<file path="config.mk">
export PLATFORM = sky130hd
export DESIGN_NAME = alu_result_skid_32
export DESIGN_NICKNAME = d
export VERILOG_FILES = /design/src/rtl/alu_pkg.sv /design/src/rtl/alu_flag_gen.sv /design/src/rtl/alu_result_skid_32.sv
export SDC_FILE = /design/constraint.sdc
export NUM_CORES = 1
export LEC_CHECK = 0
export ABC_AREA = 1
export BUFFER_PORTS_ARGS = -buffer_cell sky130_fd_sc_hd__buf_2
export CORE_MARGIN = 1.5
export CORE_UTILIZATION = 55
export DETAILED_ROUTE_END_ITERATION = 8
export PLACE_DENSITY = 0.78
export SYNTH_ARGS = -nofsm -noshare
export SYNTH_HDL_FRONTEND = slang
export SYNTH_SLANG_ARGS = --single-unit
export TNS_END_PERCENT = 5
</file>
<file path="constraint.sdc">
create_clock -name clk -period 2.9 [get_ports clk]
set_input_delay 0.435 -clock clk [delete_from_list [all_inputs] [get_ports clk]]
set_output_delay 0.435 -clock clk [all_outputs]
set_load 0.005 [all_outputs]
</file>
<file path="src/rtl/alu_pkg.sv">
// Shared constants for the ALU result path: widths, op tags, occupancy encoding.
package alu_pkg;

    localparam int unsigned ALU_WIDTH = 32;
    localparam int unsigned ALU_OP_W  = 4;

    localparam logic [ALU_OP_W-1:0] OP_NOT = 4'd0;
    localparam logic [ALU_OP_W-1:0] OP_AND = 4'd1;
    localparam logic [ALU_OP_W-1:0] OP_OR  = 4'd2;
    localparam logic [ALU_OP_W-1:0] OP_XOR = 4'd3;

    // Occupancy of the result stage doubles as its FSM state.
    typedef enum logic [1:0] {
        OCC_EMPTY = 2'd0,
        OCC_ONE   = 2'd1,
        OCC_FULL  = 2'd2
    } occ_e;

endpackage

</file>
<file path="src/rtl/alu_flag_gen.sv">
// Zero / negative flags of a result word.
module alu_flag_gen
    import alu_pkg::*;
#(
    parameter int unsigned WIDTH = ALU_WIDTH
) (
    input  logic [WIDTH-1:0] i_word,
    output logic             o_zero,
    output logic             o_neg
);

    assign o_zero = (i_word == '0);
    assign o_neg  = i_word[WIDTH-1];

endmodule

</file>
<file path="src/rtl/alu_result_skid_32.sv">
// Registered result stage behind the bitwise logic units: 2-entry skid buffer
// carrying result, op tag and write-time flags to the multi-cycle controller.
module alu_result_skid_32
    import alu_pkg::*;
#(
    parameter int unsigned WIDTH = ALU_WIDTH,
    parameter int unsigned OP_W  = ALU_OP_W
) (
    input  logic             clk,
    input  logic             rst_n,
    input  logic             flush,
    input  logic             in_valid,
    output logic             in_ready,
    input  logic [WIDTH-1:0] in_data,
    input  logic [OP_W-1:0]  in_op,
    output logic             out_valid,
    input  logic             out_ready,
    output logic [WIDTH-1:0] out_data,
    output logic [OP_W-1:0]  out_op,
    output logic             out_zero,
    output logic             out_neg,
    output logic [1:0]       occupancy
);

    occ_e             r_state;
    occ_e             w_state_nxt;
    logic             w_accept;
    logic             w_drain;
    logic             w_load_head;
    logic             w_load_skid;
    logic             w_head_from_skid;
    logic             w_in_zero;
    logic             w_in_neg;

    logic [WIDTH-1:0] r_head_data;
    logic [OP_W-1:0]  r_head_op;
    logic             r_head_zero;
    logic             r_head_neg;
    logic [WIDTH-1:0] r_skid_data;
    logic [OP_W-1:0]  r_skid_op;
    logic             r_skid_zero;
    logic             r_skid_neg;

    // Flags are derived once, on the write side, and stored with the entry.
    alu_flag_gen #(
        .WIDTH (WIDTH)
    ) u_flag_gen (
        .i_word (in_data),
        .o_zero (w_in_zero),
        .o_neg  (w_in_neg)
    );

    // Handshakes depend only on the state register, so in_ready has no path from out_ready.
    assign in_ready  = (r_state != OCC_FULL);
    assign out_valid = (r_state != OCC_EMPTY);
    assign occupancy = 2'(r_state);
    assign w_accept  = in_valid && in_ready;
    assign w_drain   = out_valid && out_ready;

    // Head register is shown only while valid; otherwise outputs read as reset values.
    assign out_data  = out_valid ? r_head_data : '0;
    assign out_op    = out_valid ? r_head_op   : '0;
    assign out_zero  = out_valid ? r_head_zero : 1'b1;
    assign out_neg   = out_valid ? r_head_neg  : 1'b0;

    // Occupancy state register.
    always_ff @(posedge clk or negedge rst_n) begin
        if (!rst_n) begin
            r_state <= OCC_EMPTY;
        end else begin
            r_state <= w_state_nxt;
        end
    end

    // Next occupancy and entry-register steering; flush overrides everything.
    always_comb begin
        w_state_nxt      = r_state;
        w_load_head      = 1'b0;
        w_load_skid      = 1'b0;
        w_head_from_skid = 1'b0;
        case (r_state)
            OCC_EMPTY: begin
                if (w_accept) begin
                    w_state_nxt = OCC_ONE;
                    w_load_head = 1'b1;
                end
            end
            OCC_ONE: begin
                if (w_accept && w_drain) begin
                    w_load_head = 1'b1;
                end else if (w_accept) begin
                    w_state_nxt = OCC_FULL;
                    w_load_skid = 1'b1;
                end else if (w_drain) begin
                    w_state_nxt = OCC_EMPTY;
                end
            end
            OCC_FULL: begin
                if (w_drain) begin
                    w_state_nxt      = OCC_ONE;
                    w_head_from_skid = 1'b1;
                end
            end
            default: begin
                w_state_nxt = OCC_EMPTY;
            end
        endcase
        if (flush) begin
            w_state_nxt      = OCC_EMPTY;
            w_load_head      = 1'b0;
            w_load_skid      = 1'b0;
            w_head_from_skid = 1'b0;
        end
    end

    // Head and skid entry storage.
    always_ff @(posedge clk or negedge rst_n) begin
        if (!rst_n) begin
            r_head_data <= '0;
            r_head_op   <= '0;
            r_head_zero <= 1'b1;
            r_head_neg  <= 1'b0;
            r_skid_data <= '0;
            r_skid_op   <= '0;
            r_skid_zero <= 1'b1;
            r_skid_neg  <= 1'b0;
        end else begin
            if (w_load_head) begin
                r_head_data <= in_data;
                r_head_op   <= in_op;
                r_head_zero <= w_in_zero;
                r_head_neg  <= w_in_neg;
            end else if (w_head_from_skid) begin
                r_head_data <= r_skid_data;
                r_head_op   <= r_skid_op;
                r_head_zero <= r_skid_zero;
                r_head_neg  <= r_skid_neg;
            end
            if (w_load_skid) begin
                r_skid_data <= in_data;
                r_skid_op   <= in_op;
                r_skid_zero <= w_in_zero;
                r_skid_neg  <= w_in_neg;
            end
        end
    end

`ifndef SYNTHESIS
    // Occupancy stays legal, and accepts never land on a full stage.
    a_state_legal: assert property (@(posedge clk) disable iff (!rst_n)
        r_state inside {OCC_EMPTY, OCC_ONE, OCC_FULL});
    a_no_overflow: assert property (@(posedge clk) disable iff (!rst_n)
        (r_state == OCC_FULL) |-> !w_accept);
    a_flags_match: assert property (@(posedge clk) disable iff (!rst_n)
        (out_zero == (out_data == '0)) && (out_neg == out_data[WIDTH-1]));
`endif

endmodule
</file>
==> results of run 1 <==
==> flip-flops by register name, summed over array words and instances (netlist names) <==
| name | flops |
|---|---|
| r_head_data | 31 |
| r_skid_op | 4 |
| occupancy | 2 |
| r_skid_zero | 1 |
| r_skid_data | 32 |
| r_head_zero | 1 |
| r_head_op | 4 |
| r_head_neg | 1 |
==> report_power, final <==
part	switching [uW]	total [uW]	internal (uW)
clock	372	880	508
sequential	161	1530	1370
combinational	414	701	287
==> cell usage after synthesis, types with 2 or more instances <==
| cell | instances | area share (%) |
|---|---|---|
| o21ai_0 | 82 | 11 |
| dfstp_2 | 2 | 1.4 |
| o21ai_2 | 6 | 1.4 |
| nand3_1 | 5 | 0.67 |
| nor2_1 | 89 | 8.9 |
| buf_2 | 9 | 1.2 |
| buf_1 | 2 | 0.20 |
| buf_4 | 4 | 0.80 |
| a21oi_1 | 16 | 2.1 |
| buf_8 | 3 | 1.2 |
| clkbuf_1 | 8 | 0.80 |
| inv_2 | 2 | 0.20 |
| inv_1 | 76 | 7.6 |
| dfrtp_1 | 74 | 49 |
| nand2_1 | 109 | 11 |
==> final cells by class <==
cell class,instances,area [um2],area share [%]
inverter,78,293,6.71
clock buffer,12,145,3.33
sequential,76,1900,43.6
multi-input combinational,315,1410,32.3
timing repair buffer,86,443,10.2
clock inverter,4,72.6,1.66
tap,77,96.3,2.21
==> per-layer routing <==
metal  wire length [um]  vias up
li1                   -     1652
met2               4270       89
met3                335        9
met5                  0        -
met4                116        0
met1               3950     1564
==> final timing paths <==
path | start | to | slack (ns) | cells after the start
min reg2reg | r_skid_data[31] | r_skid_data[31] | 0.48 | 2
max in group asynchronous | rst_n | r_skid_data[21] | 2.04 | 1
max reg2reg | occupancy[0] | r_head_data[3] | 0.80 | 6
min in group clk | in_op[3] | r_skid_op[3] | 0.32 | 3
max | occupancy[1] | out_zero | 0.64 | 4
min | rst_n | r_head_op[1] | 0.23 | 1
==> per-stage QoR <==
stage | cells | power, uW | hold WS (ns) | setup slack [ns] | instance area (um2)
after detailed placement | 632 | 2250 | 0.458 | 0.769 | 4150
after floorplan | 496 | 1980 | 0.139 | 1.33 | 3760
final | 648 | 3110 | 0.228 | 0.636 | 4360
after global routing | 648 | 3330 | 0.316 | 0.499 | 4360
after global placement | 632 | 2210 | 0.456 | 0.840 | 4150
after CTS | 648 | 3140 | 0.270 | 0.594 | 4360
==> cell families after synthesis <==
group | after synthesis | share of synthesized area [%]
AOI/OAI and AO/OA | 105 | 14.8
DFF | 76 | 50.6
buffers and inverters | 105 | 12.3
and+or+nand+nor | 210 | 22.3
==> worst max-delay path, cell delays in order, from the launching register on <==
cell	delay (ns)
dfrtp_1	0.51
nor2_4	0.38
buf_4	0.34
or2_2	0.16
buf_2	0.10
==> placed cells by master, fill, tap and decap left out, types with 2 or more instances in the layout <==
cell	count
nand2_1	109
nor2_1	87
o21ai_0	82
buf_2	81
inv_1	76
dfrtp_1	74
a21oi_1	16
clkbuf_8	10
o21ai_2	6
buf_4	5
nand3_1	4
nor2_4	2
inv_2	2
nand3_2	2
bufinv_16	2
clkbuf_1	2
dfstp_2	2
==> impl_metrics.tcl, run 1 <==
set metrics [dict create \
    drt-total-wl_um 8670 \
    synth_enable_flop_cells 0 \
    nNetsFinal 607 \
    power.leakage_uw 0.00239 \
    route.detailed.drc 0 \
    min_period_ns 2.26 \
    grt_pass1_wl_um 14600 \
    grt_max_degree 77 \
    rows 29 \
    grt_usage_pct 25.3 \
    hold_class "in2async" \
    n_fill_cell 545 \
    hold_viol_final 0 \
    synthCells 496 \
    ys_seq_area_share_pct 50.6 \
    power_density_mw_per_mm2 714 \
    ctsLongestPathBuffers 2 \
    drt_iter0_drc 202 \
    fin_skew_ns 0.0120 \
    grt.busiest_layer "met2" \
    worst_pin_slew_ns 0.955 \
    firstDrtPassIters 4 \
    clk_pin_slew_ns 0.08 \
    max_cap_viol_count 0 \
    fp.dieH_um 85.7 \
    ys_warn_count 0 \
    synth_cell_types 24 \
    gr-total-overflow 0 \
    gr-usage-met2_pct 39.9 \
    drive_gt1_share_pct 20.8 \
    antenna_found_initial 0 \
    ant_nets 0 \
    post_cts_resized 0 \
    required_ns 2.47 \
    vias 3314 \
    gp_congestion 0.774 \
    timing.fmax_mhz 442 \
    synth-seq-cells 76 \
    clockRootBuffer "clkbuf_8" \
    core_area_mm2 0.00649 \
    grt_util_met3_pct 4.14 \
    die_w_um 85.7 \
    cts_sinks 76 \
    period_share_pct 78.1 \
    end_kind "output port" \
    setup_viol_count_final 0 \
    synth_area_mm2 0.00376 \
    critPathLaunchType "flop" \
    start_util_pct 57.9 \
    hold_buffers 0 \
    fin_util_pct 67.2 \
    cts_tree "done" \
    status "complete, no violations" \
    max-slew-margin-rel_pct 36.3 \
    synth_area_per_cell_um2 7.58 \
    arrival_ns 1.83 \
    synthArstFlopShare_pct 100 \
    area_growth_pct 16.0 \
    drv_slew 0 \
    synth_nets 537 \
    timing.setup.tns_ns 0 \
    first_global_vias 3103 \
    cts_setup_buffers 0 \
    crit_fanout 23 \
    dieArea_mm2 0.00734 \
    antenna_cells 0 \
    cts_buffers 9 \
    ys.flop_type "dfrtp_1" \
    wl_per_cell_um 13.4 \
    io_buffers 82 \
    io_pins 83 \
    htreeDepth 3 \
    crit_type "reg2out" \
    dpl.hpwl_um 5500 \
    rsz0062_at_grt "false" \
    clkLatencyLatePin_ns 0.34 \
    grt_util_met1_pct 35.2 \
    avgViaCountPerCell 5.11 \
    ir_drop_mv 0.313 \
]
No activity file was read; power rests on OpenSTA's default activity.
==> run 2, diff against run 1 <==
CORE_UTILIZATION = 54   (was 55)
PLACE_DENSITY = 0.76   (was 0.78)
clock period = 2.3 ns   (was 2.9 ns; I/O delays follow)
==> impl_metrics.tcl, run 2 (same netlist as run 1, synthesis figures left out) <==
set metrics [dict create \
    hold_class "in2reg" \
    ctsLongestPathBuffers 2 \
    period_share_pct 86.6 \
    first_global_vias 3363 \
    rows 30 \
    io_buffers 82 \
    hold_viol_final 0 \
    wl_per_cell_um 13.6 \
    nNetsFinal 612 \
    min_period_ns 1.99 \
    cts_buffers 9 \
    dieArea_mm2 0.00747 \
    arrival_ns 1.65 \
    clockRootBuffer "clkbuf_8" \
    firstDrtPassIters 5 \
    start_util_pct 55.6 \
    stdcell_count 656 \
    final_common_cell "nand2_1" \
    vias 3323 \
    fp.dieH_um 86.4 \
    route.detailed.drc 0 \
    post_cts_resized 0 \
    end_kind "output port" \
    drt-total-wl_um 8930 \
    max-slew-margin-rel_pct 64.5 \
    antenna_cells 0 \
    finalInstanceArea_mm2 0.00438 \
    clk_pin_slew_ns 0.07 \
    rsz0062_at_grt "false" \
    drv_slew 0 \
    timing.fmax_mhz 502 \
    n_fill_cell 609 \
    setup_ws_ns 0.307 \
    ant_nets 0 \
    dpl.hpwl_um 5950 \
    required_ns 1.96 \
    grt_pass1_wl_um 15000 \
    die_w_um 86.4 \
    core_area_mm2 0.00676 \
    drt_iter0_drc 332 \
    worst_pin_slew_ns 0.532 \
    layout_common_cells "nand2_1 (109), nor2_1 (87), o21ai_0 (82)" \
    grt_usage_pct 25.9 \
    gp_congestion 0.754 \
    drive_gt1_share_pct 21.0 \
    crit_fanout 23 \
    top_register "r_skid_data" \
    gr-total-overflow 0 \
    fin_skew_ns 0.00783 \
    timing.setup.tns_ns 0 \
    status "complete, no violations" \
    clkLatencyLatePin_ns 0.33 \
    largest_reg_flops 32 \
    max_cap_viol_count 0 \
    power_uw 3720 \
    cts_sinks 76 \
    antenna_found_initial 0 \
    placed_area_mm2 0.00420 \
    htreeDepth 3 \
    io_pins 83 \
    avgViaCountPerCell 5.07 \
    cts_tree "done" \
    setup_viol_count_final 0 \
    place_inst 639 \
    ir_drop_mv 0.434 \
    power_density_mw_per_mm2 849 \
    area_growth_pct 16.4 \
    crit_type "reg2out" \
    grt_max_degree 44 \
    pre_cts_slack_ns 0.512 \
    top_regs "r_skid_data: 32 flops, r_head_data: 31 flops" \
    power.leakage_uw 0.00240 \
    critPathLaunchType "flop" \
]
[run 2: cell types whose count changed in the layout (fill, tap and decap cells not counted), sizes merged]
| cell | delta |
|---|---|
| clkbuf | +2 |
| dlygate4sd3 | +1 |
| buf | +4 |
| clkinvlp | -1 |
| clkinv | +1 |
| bufinv | -2 |
[run 2: report_power, final]
part           internal [uW]  leakage [uW]  switching (uW)
Sequential              1730      0.000931             201
Clock                    421     0.0000844             461
Combinational            379       0.00139             528
Total                   2530       0.00240            1190
[run 2: layout make-up]
type                            instances  area (um2)  area share (%)
Sequential cell                        76        1900            43.5
Multi-Input combinational cell        315        1410            32.2
Timing Repair Buffer                   91         508            11.6
Inverter                               78         293            6.69
Clock buffer                           14         153            3.49
Tap cell                               80         100            2.29
Clock inverter                          2        10.0           0.229
[run 2: what timing repair did]
action,CTS,global route
hold buffers,1,0
buffers inserted,0,0
hold endpoints to repair,33,0
[run 2: routing by layer]
layer	track usage (%)	vias to the layer above	part of all wire, %
met5	0	-	0
met4	10.9	0	1.7
met3	4.00	13	4.2
met2	43.9	87	49
met1	33.3	1561	45
li1	-	1662	-
[run 2: worst paths after layout]
kind	depth (start not counted)	start	slack, ns	end
setup / recovery	4	occupancy[1]	0.31	out_data[31]
hold / removal	3	in_op[3]	0.25	r_skid_op[3]
setup reg to reg	6	occupancy[1]	0.50	r_head_data[3]
hold reg to reg	2	r_skid_zero	0.48	r_skid_zero
max in group asynchronous	3	rst_n	1.16	r_skid_zero
min in group asynchronous	2	rst_n	0.50	r_skid_data[12]
[run 2: worst max-delay path, stage by stage (launching register included)]
cell	delay, ns
dfrtp_1	0.50
nor2_4	0.41
buf_12	0.22
nor2_1	0.06
buf_2	0.12
[run 2: metrics by stage]
stage                     utilization [%]  hold WS, ns
after floorplan                         -       0.0494
after global placement               62.2        0.324
after detailed placement             62.2        0.329
after CTS                            64.8        0.237
after global routing                 64.8        0.256
final                                64.8        0.252
